<file path="src/rtl/alu_pkg.sv">
// ============================================================================
//  Module      : alu_pkg
//  Description : Shared constants for the sign-magnitude ALU: op-select
//                encodings, default magnitude width and derived widths.
//                Optional build macro (used by sign_mag_alu):
//                ALU_NEG_ZERO_NORM_EN - force sign of zero-magnitude operands
//                to 0 before the operation.
//  Ports       : none (package)
//  Revision    : 1.0 - initial release
// ============================================================================
`default_nettype none

package alu_pkg;

    // Op-select encodings for the S input
    localparam logic [1:0] SEL_MUL = 2'b00;
    localparam logic [1:0] SEL_MOD = 2'b01;
    localparam logic [1:0] SEL_ADD = 2'b10;
    localparam logic [1:0] SEL_SUB = 2'b11;

    // Default operand magnitude width
    localparam int DEF_MAG_W = 2;

    // Derived widths for the default configuration
    localparam int DEF_OP_W  = DEF_MAG_W + 1;      // sign + magnitude
    localparam int DEF_ANS_W = 2 * DEF_MAG_W + 1;  // sign + product magnitude

    // Answer width for an arbitrary magnitude width
    function automatic int ans_width(input int mag_w);
        return 2 * mag_w + 1;
    endfunction

endpackage : alu_pkg

`default_nettype wire

</file>
<file path="src/rtl/sm_addsub.sv">
// ============================================================================
//  Module      : sm_addsub
//  Description : Combinational sign-magnitude adder/subtractor. Converts both
//                operands to two's complement in MAG_W+2 bits (wide enough
//                that no overflow can occur), adds, then converts the sum
//                back to sign-magnitude. A zero sum always has sign 0.
//  Ports       : a_sign, a_mag   - operand A (sign, magnitude)
//                b_sign, b_mag   - operand B (sign, magnitude)
//                sub             - 1: compute A-B, 0: compute A+B
//                sign            - result sign (1 = negative)
//                mag             - result magnitude, MAG_W+2 bits
//  Revision    : 1.0 - initial release
// ============================================================================
`default_nettype none

module sm_addsub
    import alu_pkg::*;
#(
    parameter int MAG_W = DEF_MAG_W
) (
    input  logic             a_sign,
    input  logic [MAG_W-1:0] a_mag,
    input  logic             b_sign,
    input  logic [MAG_W-1:0] b_mag,
    input  logic             sub,
    output logic             sign,
    output logic [MAG_W+1:0] mag
);

    localparam int SUM_W = MAG_W + 2;

    logic [SUM_W-1:0] w_a_ext;
    logic [SUM_W-1:0] w_b_ext;
    logic [SUM_W-1:0] w_a_tc;
    logic [SUM_W-1:0] w_b_tc;
    logic [SUM_W-1:0] w_sum;
    logic             w_b_neg;

    assign w_a_ext = {2'b00, a_mag};
    assign w_b_ext = {2'b00, b_mag};

    // Subtraction is addition of B with its effective sign flipped
    assign w_b_neg = b_sign ^ sub;

    assign w_a_tc = a_sign  ? (~w_a_ext + 1'b1) : w_a_ext;
    assign w_b_tc = w_b_neg ? (~w_b_ext + 1'b1) : w_b_ext;

    assign w_sum  = w_a_tc + w_b_tc;

    // MSB of the sum is the sign; a zero sum has MSB 0, so -0 never appears
    assign sign = w_sum[SUM_W-1];
    assign mag  = w_sum[SUM_W-1] ? (~w_sum + 1'b1) : w_sum;

endmodule : sm_addsub

`default_nettype wire

</file>
<file path="src/rtl/sign_mag_alu.sv">
// ============================================================================
//  Module      : sign_mag_alu
//  Description : Registered 4-function ALU on sign-magnitude operands
//                (MUL, MOD, ADD, SUB) with zero (Z) and divide-by-zero (DZ)
//                flags. One-cycle latency, one new operation every cycle.
//                Optional build macro:
//                ALU_NEG_ZERO_NORM_EN - an operand with magnitude 0 has its
//                sign forced to 0 before the operation (affects MOD with -0).
//  Ports       : clk     - rising-edge clock
//                rst_n   - asynchronous active-low reset
//                A, B    - operands, [MAG_W]=sign, [MAG_W-1:0]=magnitude
//                S       - op select: 00 MUL, 01 MOD, 10 ADD, 11 SUB
//                answer  - result, [2*MAG_W]=sign, [2*MAG_W-1:0]=magnitude
//                DZ      - divide-by-zero flag
//                Z       - zero-result flag
//  Revision    : 1.0 - initial release
// ============================================================================
`default_nettype none

module sign_mag_alu
    import alu_pkg::*;
#(
    parameter int MAG_W = DEF_MAG_W
) (
    input  logic               clk,
    input  logic               rst_n,
    input  logic [MAG_W:0]     A,
    input  logic [MAG_W:0]     B,
    input  logic [1:0]         S,
    output logic [2*MAG_W:0]   answer,
    output logic               DZ,
    output logic               Z
);

    localparam int PROD_W = 2 * MAG_W;

    // ------------------------------------------------------------------
    // Operand split and optional negative-zero normalisation
    // ------------------------------------------------------------------
    logic [MAG_W-1:0] w_am;
    logic [MAG_W-1:0] w_bm;
    logic             w_as;
    logic             w_bs;

    assign w_am = A[MAG_W-1:0];
    assign w_bm = B[MAG_W-1:0];

`ifdef ALU_NEG_ZERO_NORM_EN
    assign w_as = A[MAG_W] & (|w_am);
    assign w_bs = B[MAG_W] & (|w_bm);
`else
    assign w_as = A[MAG_W];
    assign w_bs = B[MAG_W];
`endif

    // ------------------------------------------------------------------
    // Multiply
    // ------------------------------------------------------------------
    logic [PROD_W-1:0] w_prod;
    logic              w_mul_sign;

    assign w_prod     = PROD_W'(w_am) * PROD_W'(w_bm);
    // A zero factor gives a +0 product regardless of operand signs
    assign w_mul_sign = (w_as ^ w_bs) & (|w_am) & (|w_bm);

    // ------------------------------------------------------------------
    // Remainder: divisor replaced by 1 when zero so the operator never
    // sees a zero divisor; that result is discarded via the DZ path.
    // ------------------------------------------------------------------
    logic             w_b_zero;
    logic [MAG_W-1:0] w_bm_safe;
    logic [MAG_W-1:0] w_rem;

    assign w_b_zero  = ~(|w_bm);
    assign w_bm_safe = w_b_zero ? MAG_W'(1) : w_bm;
    assign w_rem     = w_am % w_bm_safe;

    // ------------------------------------------------------------------
    // Add / subtract
    // ------------------------------------------------------------------
    logic             w_as_sign;
    logic [MAG_W+1:0] w_as_mag;

    sm_addsub #(
        .MAG_W (MAG_W)
    ) u_addsub (
        .a_sign (w_as),
        .a_mag  (w_am),
        .b_sign (w_bs),
        .b_mag  (w_bm),
        .sub    (S[0]),
        .sign   (w_as_sign),
        .mag    (w_as_mag)
    );

    // ------------------------------------------------------------------
    // Result select and flags
    // ------------------------------------------------------------------
    logic              w_next_sign;
    logic [PROD_W-1:0] w_next_mag;
    logic              w_next_dz;
    logic              w_next_z;

    always_comb begin
        w_next_sign = 1'b0;
        w_next_mag  = '0;
        w_next_dz   = 1'b0;
        unique case (S)
            SEL_MUL: begin
                w_next_sign = w_mul_sign;
                w_next_mag  = w_prod;
            end
            SEL_MOD: begin
                // Remainder takes the dividend's sign, even when it is 0
                w_next_sign = w_as;
                w_next_dz   = w_b_zero;
                w_next_mag  = w_b_zero ? '0 : PROD_W'(w_rem);
            end
            default: begin  // SEL_ADD, SEL_SUB
                w_next_sign = w_as_sign;
                w_next_mag  = PROD_W'(w_as_mag);
            end
        endcase
        // Z tracks magnitude only; a signed zero still counts as zero
        w_next_z = ~(|w_next_mag);
    end

    // ------------------------------------------------------------------
    // Output register
    // ------------------------------------------------------------------
    logic [2*MAG_W:0] r_answer;
    logic             r_dz;
    logic             r_z;

    always_ff @(posedge clk or negedge rst_n) begin
        if (!rst_n) begin
            r_answer <= '0;
            r_dz     <= 1'b0;
            r_z      <= 1'b1;
        end else begin
            r_answer <= {w_next_sign, w_next_mag};
            r_dz     <= w_next_dz;
            r_z      <= w_next_z;
        end
    end

    assign answer = r_answer;
    assign DZ     = r_dz;
    assign Z      = r_z;

endmodule : sign_mag_alu

`default_nettype wire

</file>
<file path="config.mk">
export PLATFORM = sky130hd
export DESIGN_NAME = sign_mag_alu
export DESIGN_NICKNAME = d
export VERILOG_FILES = /design/src/rtl/alu_pkg.sv /design/src/rtl/sm_addsub.sv /design/src/rtl/sign_mag_alu.sv
export SDC_FILE = /design/constraint.sdc
export NUM_CORES = 1
export LEC_CHECK = 0
export ABC_AREA = 1
export CAP_MARGIN = 20
export CORE_AREA = 2 2 47 49
export CTS_BUF_LIST = sky130_fd_sc_hd__clkbuf_8 sky130_fd_sc_hd__clkbuf_16
export CTS_CLUSTER_DIAMETER = 80
export DETAILED_ROUTE_END_ITERATION = 12
export DIE_AREA = 0 0 49 51
export GPL_TIMING_DRIVEN = 0
export SETUP_SLACK_MARGIN = 0.02
export SYNTH_ARGS = -nofsm -noshare
export SYNTH_HDL_FRONTEND = slang
export SYNTH_SLANG_ARGS = --single-unit
</file>
<file path="constraint.sdc">
create_clock -name clk -period 0.8 [get_ports clk]
set_input_delay 0.16 -clock clk [delete_from_list [all_inputs] [get_ports clk]]
set_output_delay 0.16 -clock clk [all_outputs]
set_load 0.01 [all_outputs]
</file>
Word level (Yosys, flattened, before mapping)

Cells that the tools add are included.

Input port bits: 10
Output and inout bits: 7
Word-level logic and storage cells: 31
Register bits after elaboration: 7

Equality and inequality tests: 1
$mul: 1
Mux-type cells: 8
$add $sub $neg: 4
Reduce and logical (&&, ||, !) cells: 4
Divide/modulo/power cells: 1
Bitwise operators: 9

Operators with widths:

| operator                                      | count |
|---|---|
| adder 4 x 1 -> 4 bit, second input constant   | 3 |
| 2-to-1 mux 4 bit                              | 3 |
| inverter 2 -> 4 bit                           | 2 |
| case mux 4 bit (2 select lines)               | 1 |
| adder 4 bit                                   | 1 |
| multiplier 2 x 2 -> 4 bit                     | 1 |
| 2-to-1 mux 2 bit                              | 2 |
| inverter 4 bit                                | 1 |
| OR reduction 2 bit                            | 2 |
| OR reduction 4 bit                            | 1 |
| bitwise AND 1 bit                             | 2 |
| == test 2 x 1 -> 1 bit, second input constant | 1 |
| zero test 2 bit                               | 1 |
| modulo 2 x 2 -> 2 bit                         | 1 |
| inverter 1 bit                                | 2 |
| case mux 1 bit (2 select lines)               | 1 |
| bitwise XOR 1 bit                             | 2 |
| 2-to-1 mux 1 bit                              | 1 |

Depth between registers and ports, before layout

Gate-level depths: netlist (run 1).

Word-level depth: 10
Gate-level depth with buffers: 17
Depth with buffers taken out: 17

Modules after synthesis

From an unflattened synthesis (run 1), not the netlist that was laid out.

Cells, all modules: 116
Area total of the unflattened synthesis: 798.3 sq um

By module, submodules not included:

| module       | area each (sq um) | sequential area each (sq um) | instances | cells each |
|---|---|---|---|---|
| sign_mag_alu | 490.5             | 176.4                        | 1         | 67 |
| sm_addsub    | 307.8             | 0.0                          | 1         | 49 |

Least setup slack after synthesis (run 1)

OpenSTA, ideal clock, no wires.

Path kind: input -> register
Start point: input A[0]
End point: register r_z (netlist: Z)
Arrival time: 1.947 ns
Cell stages on the path: 14
Data required time: 0.736 ns
Buffers on the path: 0
Library setup time: 0.064 ns
Slack: -1.211 ns
Cell sequence: inv_1 > ha_1 > nand2_1 > o21ai_0 > fa_1 > inv_1 > ha_1 > inv_1 > nand2_1 > nand3_1 > nand2_1 > a21oi_2 > nand2_1 > nor2_2

Word-level cells in the longest chain between the ends: 10
Elaborated cells on any way between the ends: 13
Classes of those cells: 3 x add/sub; 1 x mul; 1 x div; 4 x mux; 3 x bitwise; 1 x reduce/logical

Ends and longest elaborated chain:

| item                                | line                | text |
|---|---|---|
| from (decl)                         | sign_mag_alu.sv:27  | `input logic [MAG_W:0] A,` |
| inverter 2 -> 4 bit                 | sm_addsub.sv:45     | `assign w_a_tc = a_sign ? (~w_a_ext + 1'b1) : w_a_ext;` |
| adder 4 x 1 -> 4 bit                | sm_addsub.sv:45     |  |
| 2-to-1 mux 4 bit                    | sm_addsub.sv:45     |  |
| adder 4 bit                         | sm_addsub.sv:48     | `assign w_sum = w_a_tc + w_b_tc;` |
| inverter 4 bit                      | sm_addsub.sv:52     | `assign mag = w_sum[SUM_W-1] ? (~w_sum + 1'b1) : w_sum;` |
| adder 4 x 1 -> 4 bit                | sm_addsub.sv:52     |  |
| 2-to-1 mux 4 bit                    | sm_addsub.sv:52     |  |
| case mux 4 bit (2 select lines) (*) | sign_mag_alu.sv:108 | `unique case (S)` |
| OR reduction 4 bit (*)              | sign_mag_alu.sv:125 | `w_next_z = ~(\|w_next_mag);` |
| inverter 1 bit (*)                  | sign_mag_alu.sv:125 |  |
| named net w_next_z                  | sign_mag_alu.sv:102 | `logic w_next_z;` |
| to (signal assigned)                | sign_mag_alu.sv:143 | `r_z <= w_next_z;` |
| to (decl)                           | sign_mag_alu.sv:133 | `logic r_z;` |

The timed path passes the listed nets; every way through them passes the cells marked *.

Worst setup path after layout (run 1)

Start point: input B[1]
End point: register r_z (netlist: Z)

Word-level cells in the longest chain between the ends: 10
Elaborated cells on any way between the ends: 15
Classes of those cells: 3 x add/sub; 1 x mul; 1 x div; 5 x mux; 3 x bitwise; 2 x reduce/logical

Ends and longest elaborated chain:

| item                                | line                | text |
|---|---|---|
| from (decl)                         | sign_mag_alu.sv:28  | `input logic [MAG_W:0] B,` |
| inverter 2 -> 4 bit                 | sm_addsub.sv:46     | `assign w_b_tc = w_b_neg ? (~w_b_ext + 1'b1) : w_b_ext;` |
| adder 4 x 1 -> 4 bit                | sm_addsub.sv:46     |  |
| 2-to-1 mux 4 bit                    | sm_addsub.sv:46     |  |
| adder 4 bit                         | sm_addsub.sv:48     |  |
| inverter 4 bit                      | sm_addsub.sv:52     |  |
| adder 4 x 1 -> 4 bit                | sm_addsub.sv:52     |  |
| 2-to-1 mux 4 bit                    | sm_addsub.sv:52     |  |
| case mux 4 bit (2 select lines) (*) | sign_mag_alu.sv:108 |  |
| named net w_next_mag[2]             | sign_mag_alu.sv:100 | `logic [PROD_W-1:0] w_next_mag;` |
| OR reduction 4 bit (*)              | sign_mag_alu.sv:125 |  |
| inverter 1 bit (*)                  | sign_mag_alu.sv:125 |  |
| named net w_next_z                  | sign_mag_alu.sv:102 |  |

Marks and branches as above.

==> results of run 1 <==
[cell type report]
class | count | area [µm²] | area share, %
Timing Repair Buffer | 28 | 232.7 | 18.79
Clock inverter | 1 | 3.754 | 0.3030
Tap cell | 28 | 35.03 | 2.828
Sequential cell | 7 | 176.4 | 14.24
Multi-Input combinational cell | 81 | 634.4 | 51.21
Inverter | 22 | 115.1 | 9.293
Clock buffer | 3 | 41.29 | 3.333
[per-stage QoR]
| step | setup TNS, ps | worst slack (ps) |
|---|---|---|
| floorplan | -4700 | -1018 |
| global placement | -12130 | -1965 |
| detailed placement | -12330 | -2004 |
| CTS | -5579 | -1077 |
| global route | -6447 | -1180 |
| finish | -5624 | -1040 |
[repair_timing]
action                     4_1_cts  5_1_grt
setup endpoints to repair       14       13
setup buffers                    7        5
hold endpoints to repair         0        0
gates resized for setup         77        9
pin swaps                       15       17
[flip-flops by register name (all words and copies together), names as in the netlist]
register  cells
answer        5
DZ            1
Z             1
[power by group]
group	leakage [µW]	switching (µW)	total [µW]	internal [µW]
sequential	0.0000879	12.4	431	419
combinational	0.000538	486	926	440
clock	0.0000269	145	476	331
[layer usage]
layer / vias up / wire, µm
met1: 348 / 714
met4: 0 / 17
li1: 408 / -
met2: 23 / 915
met5: - / 0
met3: 2 / 69
[cell usage after synthesis (2+ instances only)]
master	n
inv_2	2
nand3_1	8
nor2_1	9
xnor2_1	2
a21oi_2	2
a21oi_1	2
nand2_1	35
ha_1	12
nand2_2	2
inv_1	20
dfrtp_1	6
[worst max-delay path by stage]
stage	startpoint	endpoint	slack, ps	cells after the start
after floorplan	B[0]	Z	-1020	14
after global placement	B[1]	Z	-1970	18
after detailed placement	B[1]	Z	-2000	18
after CTS	B[1]	Z	-1080	18
after global routing	B[1]	Z	-1180	15
final	B[1]	Z	-1040	17
[logic make-up after synthesis]
logic type | after synthesis | synth area share, %
simple gates | 58 | 32.89
buf+inv | 22 | 10.96
fa+ha+maj | 13 | 22.59
compound gates | 8 | 7.806
flops | 7 | 23.42
xor+xnor | 2 | 2.326
==> out/summary.txt, run 1 <==
Grt ovf = 0
Clk buf depth = 2
Crit share post-route = 230.0%
Leading area contributor after synthesis = dfrtp_1
1st-iter DRT viols = 6
All-Layer GR Usage = 15.92%
Layout Nets = 166
Initial antenna violation count = 0
Util after Layout = 60.04%
Post-synth EDFFs = 0
Via count = 781
Worst Hold Class = input port to async pin
DRC = 0
WP data arrival = 2000 ps
DR vias/cell = 4.594
CP endpoint kind = flip-flop
Routability Congestion = 0.7517
Final setup fails = 13
Cell mode on critical path = nand2_1
Synthesized cell area = 753.2 µm²
# port buffers = 16
Slowest-stage cell, CP = fa_1
Max_cap viols = 0
# diodes = 0
Hold Fails Final Rpt = 0
Max-slew violation count = 0
TritonCTS clock tree = done
Drt first pass iters = 4
Largest cells by area after synthesis = dfrtp_1 (20%), ha_1 (20%), nand2_1 (17%)
I/O pins = 17
Syn avg cell area = 6.847 µm²
Seq/Total Area, Yosys = 23.42%
Clock buffer count from CTS = 3
Worst-Margin Slew = 278.0 ps
Grt met2 use = 29.00%
Chip Width = 49 µm
Starting Density = 36.51%
Die height = 51 µm
Fill cell count = 192
PwrDens = 1480 nW/µm²
Total Wirelength = 1716 µm
Critical path class = input port to flip-flop
First-pass GRT wire length = 3056 µm
Synth top area share = 19.93%
# hold bufs at CTS = 0
Dpl cell area = 1057 µm²
Largest net degree at the start of global routing = 8
Fmax = 543.5 MHz
Vias in the first global route = 738
Main synth FF type = dfrtp_1
Min Tclk post-route = 1840 ps
Area growth, synth to finish = 64.45%
Commonest cells after routing, fill and taps aside = nand2_1 (31), inv_1 (15), buf_4 (15)
Final hold slack = 176.9 ps
Grt peak-use layer = met2
Seq cells post-synth = 7
GR met3 Demand/Resource = 2.924%
Async SR Flop Fraction = 100.0%
Clk sink count = 7
Synth Warn # = 0
Yosys cell types = 21
Root Buffer = clkbuf_8
Core Box Area = 2063 µm²
Slew HR = 81.40%
Most common cell after layout, fill and taps aside = nand2_1
Placed Cells = 154
Mapped Nets = 133
Maximum vdd drop = 0.7046 mV
Clock transition at the registers of the reported paths = 40 ps
Syn Inst Count = 110
Violated checks = setup timing
Tot Pwr = 1833 µW
CP cell instances = buf_12 > inv_12 > ha_4 > nor2_4 > a21oi_4 > fa_1 > inv_2 > ha_4 > nand3_2 > nand2_1 > nand2_1 > nand2_1 > nand2_1 > nand2_2 > nor2_2 > nand2_1 > nor2_2
Req. time, crit path = 960 ps
RSZ-0062 raised after global routing = yes
Critical path peak fanout = 3
Non-filler cells, final = 170
Share of layout cells above drive strength 1 = 45.07%
Crit path launch type = input port
Detailed-route wire length per cell = 10.09 µm
Die ar. = 2499 µm²
Detail Placement HPWL = 1413 µm
Design Area, Final = 1239 µm²
H-tree depth = 1
LEAKAGE = 0.0006529 µW
GR Util met1 = 18.15%
Crit-path leading delay family = adder cells
Bufs and invs on worst path = 3
Outcome = finished with violations
PnR worst setup slack = -1040 ps
Worst path max stage delay = 550 ps
Number of placement rows = 17
DRT antenna net count = 0
(Power assumes the default switching activity.)
==> run 2: changes to the inputs <==
Settings changed: CTS_CLUSTER_DIAMETER 80 to 50, SLEW_MARGIN from default to 10.
==> results of run 2 <==
No change in the layout: final DEF, timing and power equal those of run 1.
